===== config.mk =====
export PLATFORM = sky130hd
export DESIGN_NAME = contrast_map_ctrl
export DESIGN_NICKNAME = d
export VERILOG_FILES = /design/src/rtl/contrast_map_pkg.sv /design/src/rtl/contrast_skid_fifo.sv /design/src/rtl/contrast_map_ctrl.sv
export SDC_FILE = /design/constraint.sdc
export NUM_CORES = 1
export LEC_CHECK = 0
export BUFFER_PORTS_ARGS = -buffer_cell sky130_fd_sc_hd__buf_2
export CAP_MARGIN = 20
export CORE_ASPECT_RATIO = 0.6
export CORE_UTILIZATION = 53
export CTS_BUF_LIST = sky130_fd_sc_hd__clkbuf_8 sky130_fd_sc_hd__clkbuf_16
export CTS_CLUSTER_SIZE = 40
export DETAILED_ROUTE_END_ITERATION = 16
export PLACE_DENSITY = 0.78
export SLEW_MARGIN = 25
export SYNTH_ARGS = -nofsm -noshare
export SYNTH_HDL_FRONTEND = slang
export SYNTH_SLANG_ARGS = --single-unit

===== constraint.sdc =====
create_clock -name clk -period 2.3 [get_ports clk]
set_clock_uncertainty 0.2 [all_clocks]
set_input_delay 0.115 -clock clk [delete_from_list [all_inputs] [get_ports clk]]
set_output_delay 0.115 -clock clk [all_outputs]
set_load 0.02 [all_outputs]

===== src/rtl/contrast_map_pkg.sv =====
// rtl/contrast_map_pkg.sv - shared widths, output beat type and ROM address helper
package contrast_map_pkg;

    localparam int SAMPLE_W   = 7;
    localparam int CURVE_W    = 4;
    localparam int OUT_W      = 8;
    localparam int ROM_AW     = 11;
    localparam int FIFO_DEPTH = 3;

    localparam logic [CURVE_W-1:0] CURVE_IDENTITY = 4'd0;

    // One mapped sample with its framing markers, as stored in the output FIFO
    typedef struct packed {
        logic [OUT_W-1:0] data;
        logic             sof;
        logic             eol;
    } out_beat_t;

    localparam int BEAT_W = $bits(out_beat_t);

    // The curve selects a 128-entry page of the table; the sample indexes within it
    function automatic logic [ROM_AW-1:0] rom_addr(input logic [CURVE_W-1:0]  curve,
                                                   input logic [SAMPLE_W-1:0] sample);
        return {curve, sample};
    endfunction

endpackage


===== src/rtl/contrast_skid_fifo.sv =====
// rtl/contrast_skid_fifo.sv - small circular FIFO holding mapped beats for the output port
module contrast_skid_fifo #(
    parameter int W     = 10,
    parameter int DEPTH = 3,
    localparam int CW   = $clog2(DEPTH + 1),
    localparam int PW   = $clog2(DEPTH)
) (
    input  logic          clk,
    input  logic          rst_n,
    input  logic          s_tvalid,
    input  logic [W-1:0]  s_tdata,
    output logic          m_tvalid,
    input  logic          m_tready,
    output logic [W-1:0]  m_tdata,
    output logic [CW-1:0] level
);

    localparam logic [CW-1:0] FULL = CW'(DEPTH);
    localparam logic [PW-1:0] LAST = PW'(DEPTH - 1);

    logic [W-1:0]  mem [DEPTH];
    logic [PW-1:0] wr_ptr;
    logic [PW-1:0] rd_ptr;
    logic          push;
    logic          pop;

    // A pop on an empty FIFO is ignored; a push into a full one only lands if a pop frees a slot
    assign pop      = m_tready && (level != '0);
    assign push     = s_tvalid && ((level != FULL) || pop);
    assign m_tvalid = (level != '0);
    assign m_tdata  = m_tvalid ? mem[rd_ptr] : '0;

    // Storage, pointers and occupancy; simultaneous push and pop leave the level unchanged
    always_ff @(posedge clk or negedge rst_n) begin
        if (!rst_n) begin
            for (int i = 0; i < DEPTH; i++) begin
                mem[i] <= '0;
            end
            wr_ptr <= '0;
            rd_ptr <= '0;
            level  <= '0;
        end else begin
            if (push) begin
                mem[wr_ptr] <= s_tdata;
                wr_ptr      <= (wr_ptr == LAST) ? '0 : wr_ptr + 1'b1;
            end
            if (pop) begin
                rd_ptr <= (rd_ptr == LAST) ? '0 : rd_ptr + 1'b1;
            end
            case ({push, pop})
                2'b10:   level <= level + 1'b1;
                2'b01:   level <= level - 1'b1;
                default: level <= level;
            endcase
        end
    end

endmodule


===== src/rtl/contrast_map_ctrl.sv =====
// rtl/contrast_map_ctrl.sv - maps luminance samples through an external contrast table
module contrast_map_ctrl
    import contrast_map_pkg::*;
(
    input  logic                clk,
    input  logic                rst_n,
    input  logic                s_valid,
    output logic                s_ready,
    input  logic [SAMPLE_W-1:0] s_data,
    input  logic                s_sof,
    input  logic                s_eol,
    input  logic [CURVE_W-1:0]  curve_sel,
    output logic [ROM_AW-1:0]   rom_ad,
    output logic                rom_ce,
    output logic                rom_oce,
    output logic                rom_reset,
    input  logic [OUT_W-1:0]    rom_dout,
    output logic                m_valid,
    input  logic                m_ready,
    output logic [OUT_W-1:0]    m_data,
    output logic                m_sof,
    output logic                m_eol,
    output logic [CURVE_W-1:0]  cur_curve
);

    logic       run;
    logic       r1_valid;
    logic       r1_sof;
    logic       r1_eol;
    logic       accept;
    logic [1:0] fifo_level;
    out_beat_t  push_beat;
    out_beat_t  head_beat;

    // Admit a sample only if it is guaranteed a FIFO slot once its table read returns
    assign s_ready   = run && (({1'b0, fifo_level} + {2'b00, r1_valid}) <= 3'd2);
    assign accept    = s_valid && s_ready;
    assign rom_ce    = accept;
    assign rom_oce   = 1'b1;
    assign rom_reset = 1'b0;

    // A start-of-frame beat already uses the newly requested curve
    assign rom_ad = rom_addr(s_sof ? curve_sel : cur_curve, s_data);

    // Track the table read in flight, its framing markers and the per-frame curve
    always_ff @(posedge clk or negedge rst_n) begin
        if (!rst_n) begin
            run       <= 1'b0;
            r1_valid  <= 1'b0;
            r1_sof    <= 1'b0;
            r1_eol    <= 1'b0;
            cur_curve <= CURVE_IDENTITY;
        end else begin
            run      <= 1'b1;
            r1_valid <= accept;
            if (accept) begin
                r1_sof <= s_sof;
                r1_eol <= s_eol;
                if (s_sof) begin
                    cur_curve <= curve_sel;
                end
            end
        end
    end

    assign push_beat.data = rom_dout;
    assign push_beat.sof  = r1_sof;
    assign push_beat.eol  = r1_eol;

    contrast_skid_fifo #(
        .W     (BEAT_W),
        .DEPTH (FIFO_DEPTH)
    ) u_out_fifo (
        .clk      (clk),
        .rst_n    (rst_n),
        .s_tvalid (r1_valid),
        .s_tdata  (push_beat),
        .m_tvalid (m_valid),
        .m_tready (m_ready),
        .m_tdata  (head_beat),
        .level    (fifo_level)
    );

    assign m_data = head_beat.data;
    assign m_sof  = head_beat.sof;
    assign m_eol  = head_beat.eol;

endmodule


==> flow_summary.json <==
{
  "run_status": "completed",
  "critical_path.endpoint_type": "output port",
  "clockRootBuffer": "clkbuf_8",
  "hold_path.class": "primary input to register",
  "path_max_fanout": 9,
  "cts.clk_slew.worst_paths_ps": 80,
  "hold_ws_ps": 3.71,
  "finalSetupViolations": 0,
  "path_class": "register to output port",
  "ys_types": 31,
  "die_area_um2": 4490,
  "io_buffers": 38,
  "final_hold_viol_count": 0,
  "cpPeakStageDelay_ps": 470,
  "cts_buffer_depth": 2,
  "fmax_mhz": 467,
  "clk_latency_ps": 290,
  "slew-limit-headroom": 0.632,
  "cts_tree": "built",
  "avgSynthCellArea_um2": 12.8,
  "yosysWarnings": 0,
  "place_area_um2": 2430,
  "drt-total-wl_mm": 4.70,
  "start_kind": "register",
  "ys_ff_latch": 44,
  "top_usage_layer": "met2",
  "crit_chain": "ha_4, inv_1, ha_1, nor3b_4, o211ai_4, inv_1, buf_2",
  "rsz0062_at_grt": "no",
  "fin_tns_setup_ps": 0,
  "synthCells": 174,
  "drc": 0,
  "design_area_um2": 2710,
  "wire_per_inst_um": 16.6,
  "finalNonFillerCells": 283,
  "die-height_um": 52.3,
  "crit_family": "flip-flops",
  "vias_per_cell": 5.32,
  "design.portCount": 55,
  "ant_nets": 0,
  "critical-path-slowest-cell": "dfrtp_2",
  "ir_drop_mv": 0.712,
  "fin_util": 0.705,
  "numCtsBuffers": 5,
  "startpoint": "u_out_fifo.level[0]",
  "grt_pass1_wl_mm": 7.74,
  "gp_congestion": 0.738,
  "vias": 1506,
  "layout-drive-gt1-share": 0.491,
  "grt_use_met1": 0.282,
  "finalMaxSlewViolations": 0,
  "cp.arrival_ps": 1830,
  "nets": 253,
  "drv_cap": 0,
  "hold_start": "curve_sel[0]",
  "synthToLayoutAreaGrowth_pct": 21.4,
  "critPathRequiredTime_ps": 1990,
  "dp_slack_ps": 19.8,
  "met2_usage": 0.425,
  "cts_max_level": 2,
  "antenna_found_initial": 0,
  "fin_ws_ps": 159,
  "antenna_cells": 0,
  "cts_num_sinks": 44,
  "ys_seq_area_frac": 0.493,
  "dp_cells": 259,
  "leakagePower_nw": 1.29,
  "grt_start_max_net_pins": 45,
  "path_buf_inv": 3,
  "regToRegStartpoint": "u_out_fifo.level[0]",
  "worst_pin_slew_ps": 552,
  "min_period_over_period": 0.931,
  "row_count": 17,
  "dpl.hpwl_mm": 3.12,
  "powerDensity_nw_per_um2": 1370,
  "grt_remaining_overflow": 0,
  "fin_crit_ps": 2140,
  "grt_pass1_vias": 1610,
  "drt_iter0_markers": 47,
  "grtUsageTotal": 0.238,
  "first_pass_iters": 4,
  "finalPower_mw": 3.72,
  "initial_core_util": 0.580,
  "core_um2": 3850,
  "crit_top_cell": "inv_1",
  "grt_use_met3": 0.0630,
  "die_w_um": 85.8,
  "netlist_area_um2": 2230,
  "n_fill_cell": 269
}
-- what timing repair did --
| action | in CTS | in global routing |
|---|---|---|
| hold buffers | 15 | 0 |
| setup buffers | 1 | 0 |
| hold endpoints to repair | 75 | 0 |
| pin swaps | 1 | 0 |
| endpoints found under the setup margin | 1 | 4 |
| gates resized for setup | 3 | 4 |
-- flip-flops by register name, summed over array words and instances (netlist names) --
signal and cells:
u_out_fifo.mem 30, cur_curve 4, u_out_fifo.level 2, u_out_fifo.rd_ptr 2, u_out_fifo.wr_ptr 2, r1_eol 1, r1_sof 1, r1_valid 1
run 1
-- cell usage after synthesis --
library cell | count | area share
dfrtp_1 | 44 | 0.49
mux2_2 | 22 | 0.11
mux2_4 | 19 | 0.13
mux2i_1 | 11 | 0.049
a21oi_1 | 10 | 0.022
buf_4 | 10 | 0.034
nand2_1 | 10 | 0.017
or2_2 | 9 | 0.025
inv_1 | 4 | 0.0067
o21ai_0 | 4 | 0.0090
clkbuf_1 | 3 | 0.0050
ha_1 | 3 | 0.017
nor2_1 | 3 | 0.0050
a21o_1 | 2 | 0.0067
buf_2 | 2 | 0.0045
buf_6 | 2 | 0.010
conb_1 | 2 | 0.0034
a21bo_2 | 1 | 0.0045
a2bb2oi_1 | 1 | 0.0039
and2b_1 | 1 | 0.0034
and4b_1 | 1 | 0.0045
and4b_4 | 1 | 0.0062
nand3_1 | 1 | 0.0022
nand3b_1 | 1 | 0.0034
nand3b_2 | 1 | 0.0050
nor2b_1 | 1 | 0.0028
nor3_1 | 1 | 0.0022
nor3b_1 | 1 | 0.0034
o211ai_2 | 1 | 0.0056
o21a_1 | 1 | 0.0034
xnor2_1 | 1 | 0.0039
-- where the power goes --
group / internal [mW] / total, mW / leakage (nW) / switching, mW
clock network: 0.240 / 0.492 / 0.0510 / 0.253
logic: 0.930 / 1.73 / 0.705 / 0.802
registers: 1.15 / 1.49 / 0.537 / 0.347
total: 2.32 / 3.72 / 1.29 / 1.40
-- path summary, 6_finish.rpt --
check / to / slack (ps) / cells past startpoint
worst max-delay path: rom_ce / 160 / 7
worst min-delay path: cur_curve[0] / 4 / 3
worst max register to register: cur_curve[3] / 170 / 7
worst min register to register: u_out_fifo.mem[26] / 320 / 1
max in group asynchronous: u_out_fifo.level[0] / 1340 / 2
min in group asynchronous: r1_eol / 150 / 2
-- final cells by class --
| type | count | area (um^2) | share of cell area |
|---|---|---|---|
| inverter | 4 | 15.0 | 0.00553 |
| multi-input combinational | 110 | 1040 | 0.382 |
| timing repair buffer | 60 | 395 | 0.146 |
| clock inverter | 2 | 10.0 | 0.00369 |
| tap | 57 | 71.3 | 0.0263 |
| sequential | 44 | 1100 | 0.407 |
| clock buffer | 6 | 82.6 | 0.0304 |
-- per-layer routing --
layer | wire [um] | vias to the layer above
met3 | 186 | 12
met1 | 2030 | 763
met4 | 76 | 0
met2 | 2400 | 39
met5 | 0 | -
li1 | - | 692
-- placed cells by master, fill, tap and decap left out, types with 2 or more instances in the layout --
master | synthesis | final
dfrtp_1 | 44 | 42
buf_2 | 2 | 37
mux2_2 | 22 | 22
mux2_4 | 19 | 19
dlygate4sd3_1 | 0 | 15
mux2i_1 | 11 | 11
nand2_1 | 10 | 10
a21oi_1 | 10 | 10
or2_2 | 9 | 9
buf_4 | 10 | 8
clkbuf_8 | 0 | 6
inv_1 | 4 | 4
o21ai_0 | 4 | 4
nor2_1 | 3 | 3
conb_1 | 2 | 3
a21o_1 | 2 | 2
ha_1 | 3 | 2
clkinv_2 | 0 | 2
dfrtp_2 | 0 | 2
-- kinds of logic (layout without fill, tap and decap cells) --
family                   after synthesis  in the layout  share of synthesized area
other                                  2              3                    0.00336
AND/OR/NAND/NOR                       31             31                     0.0801
XOR/XNOR                               1              1                    0.00392
multiplexers                          52             52                      0.288
AO/OA/AOI/OAI                         20             20                     0.0554
adder cells (fa/ha/maj)                3              3                     0.0168
buffers and inverters                 21             72                     0.0599
flip-flops                            44             44                      0.493
-- tightest hold or removal path, delay by kind of cell --
| kind | cells | cell delay [ps] |
|---|---|---|
| buffers and inverters | 1 | 80 |
| multiplexers | 2 | 270 |
(Power assumes the default switching activity.)
